## config.mk

```make
export PLATFORM = sky130hd
export DESIGN_NAME = ultrasonic_echo_emulator_flat
export DESIGN_NICKNAME = d
export VERILOG_FILES = /design/src/rtl/ultrasonic_echo_emulator_if.sv /design/src/rtl/ultrasonic_echo_emulator.sv /design/src/flat_wrapper.sv
export SDC_FILE = /design/constraint.sdc
export NUM_CORES = 1
export LEC_CHECK = 0
export CORE_MARGIN = 2
export CORE_UTILIZATION = 50
export CTS_BUF_LIST = sky130_fd_sc_hd__clkbuf_16
export DETAILED_ROUTE_END_ITERATION = 12
export HOLD_SLACK_MARGIN = 0.15
export PLACE_DENSITY = 0.73
export SYNTH_ARGS = -nofsm -noshare
export SYNTH_HDL_FRONTEND = slang
export SYNTH_SLANG_ARGS = --single-unit
```

## constraint.sdc

```tcl
create_clock -name clk -period 17.5 [get_ports clk]
set_clock_uncertainty 0.05 [all_clocks]
set_input_delay 4.375 -clock clk [delete_from_list [all_inputs] [get_ports clk]]
set_output_delay 4.375 -clock clk [all_outputs]
set_load 0.01 [all_outputs]
```

## src/rtl/ultrasonic_echo_emulator_if.sv

```systemverilog
// ultrasonic_echo_emulator_if
//
// Purpose: bundles the ranging signals between a sensor controller and the
// ultrasonic echo emulator so that both sides share one port.
//
// Signals:
//   trigger      controller -> emulator  ranging request (asynchronous)
//   distance_cm  controller -> emulator  emulated target distance, 0 = no object
//   echo         emulator -> controller  echo pulse, width encodes distance
//   busy         emulator -> controller  high while a ranging is in progress
//   trig_err     emulator -> controller  one-cycle pulse on a rejected short trigger
//
// Modports:
//   master  the controller side (drives trigger and distance_cm)
//   slave   the emulator side (drives echo, busy and trig_err)
interface ultrasonic_echo_emulator_if;
    logic        trigger;
    logic [15:0] distance_cm;
    logic        echo;
    logic        busy;
    logic        trig_err;

    modport master (
        output trigger,
        output distance_cm,
        input  echo,
        input  busy,
        input  trig_err
    );

    modport slave (
        input  trigger,
        input  distance_cm,
        output echo,
        output busy,
        output trig_err
    );
endinterface

```

## src/rtl/ultrasonic_echo_emulator.sv

```systemverilog
// ultrasonic_echo_emulator
//
// Purpose: behaves like an HC-SR04 style ultrasonic range sensor. A trigger
// pulse of at least MIN_TRIG_CYCLES starts a ranging: after ECHO_DELAY_CYCLES
// the echo output goes high for distance_cm * CYCLES_PER_CM cycles (clamped
// to MAX_ECHO_CYCLES, which is also used for "no object"), followed by a dead
// time of HOLDOFF_CYCLES during which new triggers are ignored.
//
// Ports:
//   clk    system clock, all logic on the rising edge
//   reset  synchronous, active-high reset
//   bus    ultrasonic_echo_emulator_if.slave (trigger, distance_cm in;
//          echo, busy, trig_err out)
//
// Optional feature: define ECHO_JITTER_EN to add 0..255 cycles of
// pseudo-random jitter (16-bit Fibonacci LFSR, seed 16'hACE1) to each echo
// width. Without the macro no LFSR is built.
module ultrasonic_echo_emulator #(
    parameter int MIN_TRIG_CYCLES   = 1000,
    parameter int ECHO_DELAY_CYCLES = 45000,
    parameter int CYCLES_PER_CM     = 5800,
    parameter int MAX_ECHO_CYCLES   = 3800000,
    parameter int HOLDOFF_CYCLES    = 1000000
) (
    input  logic                        clk,
    input  logic                        reset,
    ultrasonic_echo_emulator_if.slave   bus
);

    typedef enum logic [2:0] {IDLE, TRIG, DELAY, ECHO, HOLDOFF} state_t;

    localparam logic [31:0] MIN_TRIG   = 32'(MIN_TRIG_CYCLES);
    localparam logic [31:0] DELAY_LAST = 32'(ECHO_DELAY_CYCLES - 1);
    localparam logic [31:0] HOLD_LAST  = 32'(HOLDOFF_CYCLES - 1);
    localparam logic [32:0] MAX_ECHO   = 33'(MAX_ECHO_CYCLES);

    state_t      state;
    logic [31:0] count;
    logic        trig_m;
    logic        trig_s;
    logic        trig_d;
    logic        trig_rise;
    logic [15:0] dist_q;
    logic        echo_q;
    logic        busy_q;
    logic        err_q;
    logic [31:0] product;
    logic [32:0] raw_width;
    logic [31:0] echo_width;
    logic [31:0] echo_last;

`ifdef ECHO_JITTER_EN
    logic [15:0] lfsr;
    logic [7:0]  jit_q;
    logic        lfsr_fb;

    // Taps 16,14,13,11 of the Fibonacci LFSR (bit 15 is tap 16).
    assign lfsr_fb   = lfsr[15] ^ lfsr[13] ^ lfsr[12] ^ lfsr[10];
    assign raw_width = {1'b0, product} + {25'd0, jit_q};
`else
    assign raw_width = {1'b0, product};
`endif

    // The width is derived from the latched distance, so changes on
    // distance_cm after the trigger is accepted never reach the pulse in flight.
    // Jitter is added before the clamp; the extra bit keeps the sum from wrapping.
    assign trig_rise  = trig_s & ~trig_d;
    assign product    = 32'(dist_q) * 32'(CYCLES_PER_CM);
    assign echo_width = (dist_q == 16'd0 || raw_width > MAX_ECHO) ?
                        MAX_ECHO[31:0] : raw_width[31:0];
    assign echo_last  = echo_width - 32'd1;

    // Synchronizer, edge detector and ranging FSM. The single counter is
    // cleared on every state change; echo, busy and trig_err are registered
    // and updated together with the state so they never glitch.
    always_ff @(posedge clk) begin
        if (reset) begin
            state  <= IDLE;
            count  <= 32'd0;
            trig_m <= 1'b0;
            trig_s <= 1'b0;
            trig_d <= 1'b0;
            dist_q <= 16'd0;
            echo_q <= 1'b0;
            busy_q <= 1'b0;
            err_q  <= 1'b0;
`ifdef ECHO_JITTER_EN
            lfsr   <= 16'hACE1;
            jit_q  <= 8'd0;
`endif
        end else begin
            trig_m <= bus.trigger;
            trig_s <= trig_m;
            trig_d <= trig_s;
            err_q  <= 1'b0;
            case (state)
                IDLE: begin
                    if (trig_rise) begin
                        state  <= TRIG;
                        count  <= 32'd1;
                        busy_q <= 1'b1;
                    end
                end
                TRIG: begin
                    if (trig_s) begin
                        if (count < MIN_TRIG) count <= count + 32'd1;
                    end else if (count >= MIN_TRIG) begin
                        state  <= DELAY;
                        count  <= 32'd0;
                        dist_q <= bus.distance_cm;
`ifdef ECHO_JITTER_EN
                        jit_q  <= lfsr[7:0];
                        lfsr   <= {lfsr[14:0], lfsr_fb};
`endif
                    end else begin
                        state  <= IDLE;
                        count  <= 32'd0;
                        busy_q <= 1'b0;
                        err_q  <= 1'b1;
                    end
                end
                DELAY: begin
                    if (count == DELAY_LAST) begin
                        state  <= ECHO;
                        count  <= 32'd0;
                        echo_q <= 1'b1;
                    end else begin
                        count <= count + 32'd1;
                    end
                end
                ECHO: begin
                    if (count == echo_last) begin
                        state  <= HOLDOFF;
                        count  <= 32'd0;
                        echo_q <= 1'b0;
                    end else begin
                        count <= count + 32'd1;
                    end
                end
                HOLDOFF: begin
                    if (count == HOLD_LAST) begin
                        state  <= IDLE;
                        count  <= 32'd0;
                        busy_q <= 1'b0;
                    end else begin
                        count <= count + 32'd1;
                    end
                end
                default: begin
                    state  <= IDLE;
                    count  <= 32'd0;
                    echo_q <= 1'b0;
                    busy_q <= 1'b0;
                end
            endcase
        end
    end

    assign bus.echo     = echo_q;
    assign bus.busy     = busy_q;
    assign bus.trig_err = err_q;

endmodule

```

## src/flat_wrapper.sv

```systemverilog
// flat-port wrapper written by rule: the top's interface ports become plain ports
module ultrasonic_echo_emulator_flat 
#(
    parameter int MIN_TRIG_CYCLES   = 1000,
    parameter int ECHO_DELAY_CYCLES = 45000,
    parameter int CYCLES_PER_CM     = 5800,
    parameter int MAX_ECHO_CYCLES   = 3800000,
    parameter int HOLDOFF_CYCLES    = 1000000
)
  (clk, reset, bus_trigger, bus_distance_cm, bus_echo, bus_busy, bus_trig_err);
  ultrasonic_echo_emulator_if bus_i ();
  input  logic clk;
  input  logic reset;
  input wire logic [$bits(bus_i.trigger)-1:0] bus_trigger;
  input wire logic [$bits(bus_i.distance_cm)-1:0] bus_distance_cm;
  output wire logic [$bits(bus_i.echo)-1:0] bus_echo;
  output wire logic [$bits(bus_i.busy)-1:0] bus_busy;
  output wire logic [$bits(bus_i.trig_err)-1:0] bus_trig_err;
  assign bus_i.trigger = bus_trigger;
  assign bus_i.distance_cm = bus_distance_cm;
  assign bus_echo = bus_i.echo;
  assign bus_busy = bus_i.busy;
  assign bus_trig_err = bus_i.trig_err;
  ultrasonic_echo_emulator #(.MIN_TRIG_CYCLES(MIN_TRIG_CYCLES), .ECHO_DELAY_CYCLES(ECHO_DELAY_CYCLES), .CYCLES_PER_CM(CYCLES_PER_CM), .MAX_ECHO_CYCLES(MAX_ECHO_CYCLES), .HOLDOFF_CYCLES(HOLDOFF_CYCLES)) u_core (.clk(clk), .reset(reset), .bus(bus_i));
endmodule
```

==> results.sh <==
export IMPL_outcome="complete, no violations"
export IMPL_r2r_start="u_core.dist_q[1]$_SDFFE_PP0P_"
export IMPL_ant_nets=0
export IMPL_power_switching_uw=76.5
export IMPL_avgSynthCellArea_um2=7.80
export IMPL_timing_rr_end="u_core.bus.echo$_SDFFE_PP0P_"
export IMPL_cts_made_buffers=9
export IMPL_crit_family="simple AND/OR/NAND/NOR gates"
export IMPL_die_area_um2=15800
export IMPL_synthCells=948
export IMPL_worstSetupPathType="flop to flop"
export IMPL_synth_cell_types=67
export IMPL_fp_dieH_um=126
export IMPL_multi_input_area_um2=5620
export IMPL_required_ns=17.67
export IMPL_cts_sinks=57
export IMPL_fin_area_um2=7940
export IMPL_seqPwrFrac=0.406
export IMPL_clkPwrFrac=0.549
export IMPL_synth_top_family_by_area="adder cells"
export IMPL_place_hpwl_um=14100
export IMPL_worstSetupEndpoint="u_core.bus.echo$_SDFFE_PP0P_"
export IMPL_grt_overflow_total=0
export IMPL_worstSetupStartpointType="flop"
export IMPL_critPathBufInv=2
export IMPL_leakage_uw=0.00353
export IMPL_nNetsFinal=1072
export IMPL_synthXorXnorAreaFrac=0.0427
export IMPL_viasPerCell=6.09
export IMPL_routedWlPerCell_um=16.2
export IMPL_final_hold_violation_count=0
export IMPL_ys_seq_area_frac=0.154
export IMPL_slowest_stage="o31a_1"
export IMPL_synth_edff_count=0
export IMPL_num_fill_cells=1341
export IMPL_antenna_found_initial=0
export IMPL_end_kind="flop"
export IMPL_dpl_instance_area_um2=7640
export IMPL_ctsRootBufferMaster="clkbuf_16"
export IMPL_fin_crit_ns=10.13
export IMPL_synth_compound_area_share=0.195
export IMPL_clk_path_buf_depth=2
export IMPL_rows=44
export IMPL_postCtsResizedCells=0
export IMPL_slew_viol_final=0
export IMPL_drive_gt1_frac=0.0449
export IMPL_dp_cells=1103
export IMPL_ys_ff_latch=57
export IMPL_port_buffers=21
export IMPL_holdWs_ns=0.393
export IMPL_utilization=0.548
export IMPL_num_io_pins=22
export IMPL_hold_buffers=0
export IMPL_synth_area_mux_share=0.0315
export IMPL_cts_htree_levels=3
export IMPL_worstSkewPairLatency_ns=0.33
export IMPL_synth_fa_ha_area_frac=0.256
export IMPL_vias=6811
export IMPL_vdd_ir_drop_max_mv=0.0630
export IMPL_finalSetupTns_ns=0
export IMPL_hold_path_class="flop to flop"
export IMPL_worst_pin_slew_ns=1.11
export IMPL_crit_arrival_ns=10.30
export IMPL_reg2reg_slack_ns=7.37
export IMPL_die_x_um=126
export IMPL_period_share=0.579
export IMPL_grt_pass1_wl_um=30500
export IMPL_crit_cells=31
export IMPL_seq_area_um2=1140
export IMPL_cts_tree="done"
export IMPL_fmax_mhz=98.7
export IMPL_crit_top_cell="ha_1"
export IMPL_max_slew_margin=0.261
export IMPL_final_cell_mix="inv_1, ha_1, nand2_1"
export IMPL_critPathLaunch="u_core.dist_q[1]$_SDFFE_PP0P_"
export IMPL_final_cell_count_no_fill=1119
export IMPL_critPathMaxFanout=26
export IMPL_synth_fp_nets=1090
export IMPL_netlist_area_um2=7390
export IMPL_drc_errors=0
export IMPL_yosys_area_share_simple=0.236
export IMPL_worst_r2r_path_depth=31
export IMPL_sw_frac_of_total=0.236
export IMPL_setup_violations=0
export IMPL_area_growth_pct=7.41
export IMPL_cp_slowest_stage_delay_ns=0.66
export IMPL_firstDrtPassIters=5
export IMPL_power_density_nw_per_um2=40.8
export IMPL_internal_power_uw=248
export IMPL_clkTransAtPathRegs_ns=0.06
export IMPL_ys_flop_type="dfxtp_1"
export IMPL_grt_usage=0.232
export IMPL_post_cts_buffers=0
export IMPL_postRouteWirelength_um=18200
export IMPL_start_util=0.510
export IMPL_drv_cap=0
export IMPL_p_comb_frac=0.045
export IMPL_diodes=0
export IMPL_core_area_um2=14500
export IMPL_final_common_cell="inv_1"
export IMPL_place_congestion=0.888
export IMPL_grt_setup_unrepaired="no"
export IMPL_grt_max_degree=61
export IMPL_yosys_warnings=0
export IMPL_ys_async_sr_fraction=0
export IMPL_drtIter0Drc=616
export IMPL_grt_pass1_vias=6117
[layer usage]
metal | up-vias | wire (µm) | track usage | share of wire
met5 | - | 0 | 0 | 0
li1 | 3349 | - | - | -
met4 | 0 | 174 | 0.0379 | 0.0096
met3 | 20 | 1170 | 0.0394 | 0.064
met2 | 233 | 7970 | 0.355 | 0.44
met1 | 3209 | 8860 | 0.350 | 0.49
[layout make-up]
type                            count  share of cell area
Timing Repair Buffer               24              0.0287
Clock inverter                      7             0.00977
Clock buffer                        9              0.0284
Tap cell                          184              0.0290
Sequential cell                    57               0.144
Inverter                          110              0.0520
Multi-Input combinational cell    728               0.708
[sequential cells by signal, indices dropped and copies added, names as in the netlist]
name	cells
u_core.trig_s	1
u_core.trig_m	1
u_core.count	32
u_core.trig_d	1
u_core.bus.echo	1
u_core.dist_q	16
u_core.state	3
u_core.bus.trig_err	1
u_core.bus.busy	1
[worst register-to-register path, delay by kind of cell, from the launching register on]
family          cells  cell delay [ns]
buf+inv             2             0.09
fa+ha+maj           7             2.83
xor+xnor            4             1.25
simple gates       13             3.63
flops               1             0.43
compound gates      5             1.76
[power by group through the flow]
stage | logic [µW] | registers (µW) | clock network [µW]
after floorplan | 8.03 | 134 | 0
final | 14.7 | 132 | 178
after CTS | 14.5 | 132 | 180
after global placement | 14.6 | 134 | 0
after global routing | 16.1 | 132 | 187
after detailed placement | 14.5 | 134 | 0
[Yosys cell counts (3+ instances only)]
master | count | area, µm²
inv_1 | 110 | 413
ha_1 | 76 | 951
nand2_1 | 67 | 251
dfxtp_1 | 57 | 1140
nor2_1 | 57 | 214
fa_1 | 47 | 941
a21oi_1 | 46 | 230
clkbuf_1 | 42 | 158
o21ai_0 | 40 | 200
nor3_1 | 38 | 190
nand3_1 | 33 | 165
o22ai_1 | 22 | 138
mux2i_1 | 21 | 210
nor4_1 | 20 | 125
xnor2_1 | 18 | 158
xor2_1 | 18 | 158
nand4_1 | 17 | 106
a31oi_1 | 15 | 93.8
and3_1 | 15 | 93.8
and2_1 | 13 | 81.3
nor2b_1 | 13 | 81.3
or4_1 | 12 | 90.1
nor3b_1 | 11 | 82.6
o211ai_1 | 11 | 82.6
o21a_1 | 10 | 75.1
a21o_1 | 8 | 60.1
a22oi_1 | 8 | 60.1
a211oi_1 | 7 | 52.6
buf_2 | 7 | 35.0
nor4b_1 | 7 | 61.3
o31a_1 | 7 | 61.3
a31o_2 | 6 | 52.6
nand2b_1 | 6 | 37.5
and4_1 | 4 | 35.0
or2_2 | 4 | 25.0
or3_1 | 4 | 25.0
a21boi_0 | 3 | 22.5
a311oi_1 | 3 | 26.3
o21bai_1 | 3 | 22.5
o31ai_1 | 3 | 22.5
or3b_2 | 3 | 26.3
[worst min-delay path by stage]
stage	slack (ns)	depth (start not counted)	end	start
after floorplan	0.36	1	u_core.trig_s$_SDFF_PP0_	u_core.trig_m$_SDFF_PP0_
after global placement	0.37	1	u_core.trig_s$_SDFF_PP0_	u_core.trig_m$_SDFF_PP0_
after detailed placement	0.38	1	u_core.trig_s$_SDFF_PP0_	u_core.trig_m$_SDFF_PP0_
after CTS	0.39	1	u_core.trig_s$_SDFF_PP0_	u_core.trig_m$_SDFF_PP0_
after global routing	0.41	1	u_core.trig_s$_SDFF_PP0_	u_core.trig_m$_SDFF_PP0_
final	0.39	1	u_core.trig_s$_SDFF_PP0_	u_core.trig_m$_SDFF_PP0_
[logic make-up (layout without fill, tap and decap cells)]
kind of cell | Yosys count | after routing
flip-flops | 57 | 57
multiplexers | 23 | 23
AND/OR/NAND/NOR | 330 | 330
adder cells (fa/ha/maj) | 123 | 123
AO/OA/AOI/OAI | 216 | 216
buffers and inverters | 163 | 150
XOR/XNOR | 36 | 36
[stage by stage]
stage | worst slack [ns] | total power [µW]
4_1_cts | 7.48 | 326
5_1_grt | 6.65 | 335
2_1_floorplan | 8.78 | 142
6_report | 7.37 | 324
3_3_place_gp | 7.73 | 149
3_5_place_dp | 7.51 | 149
(Power assumes the default switching activity.)
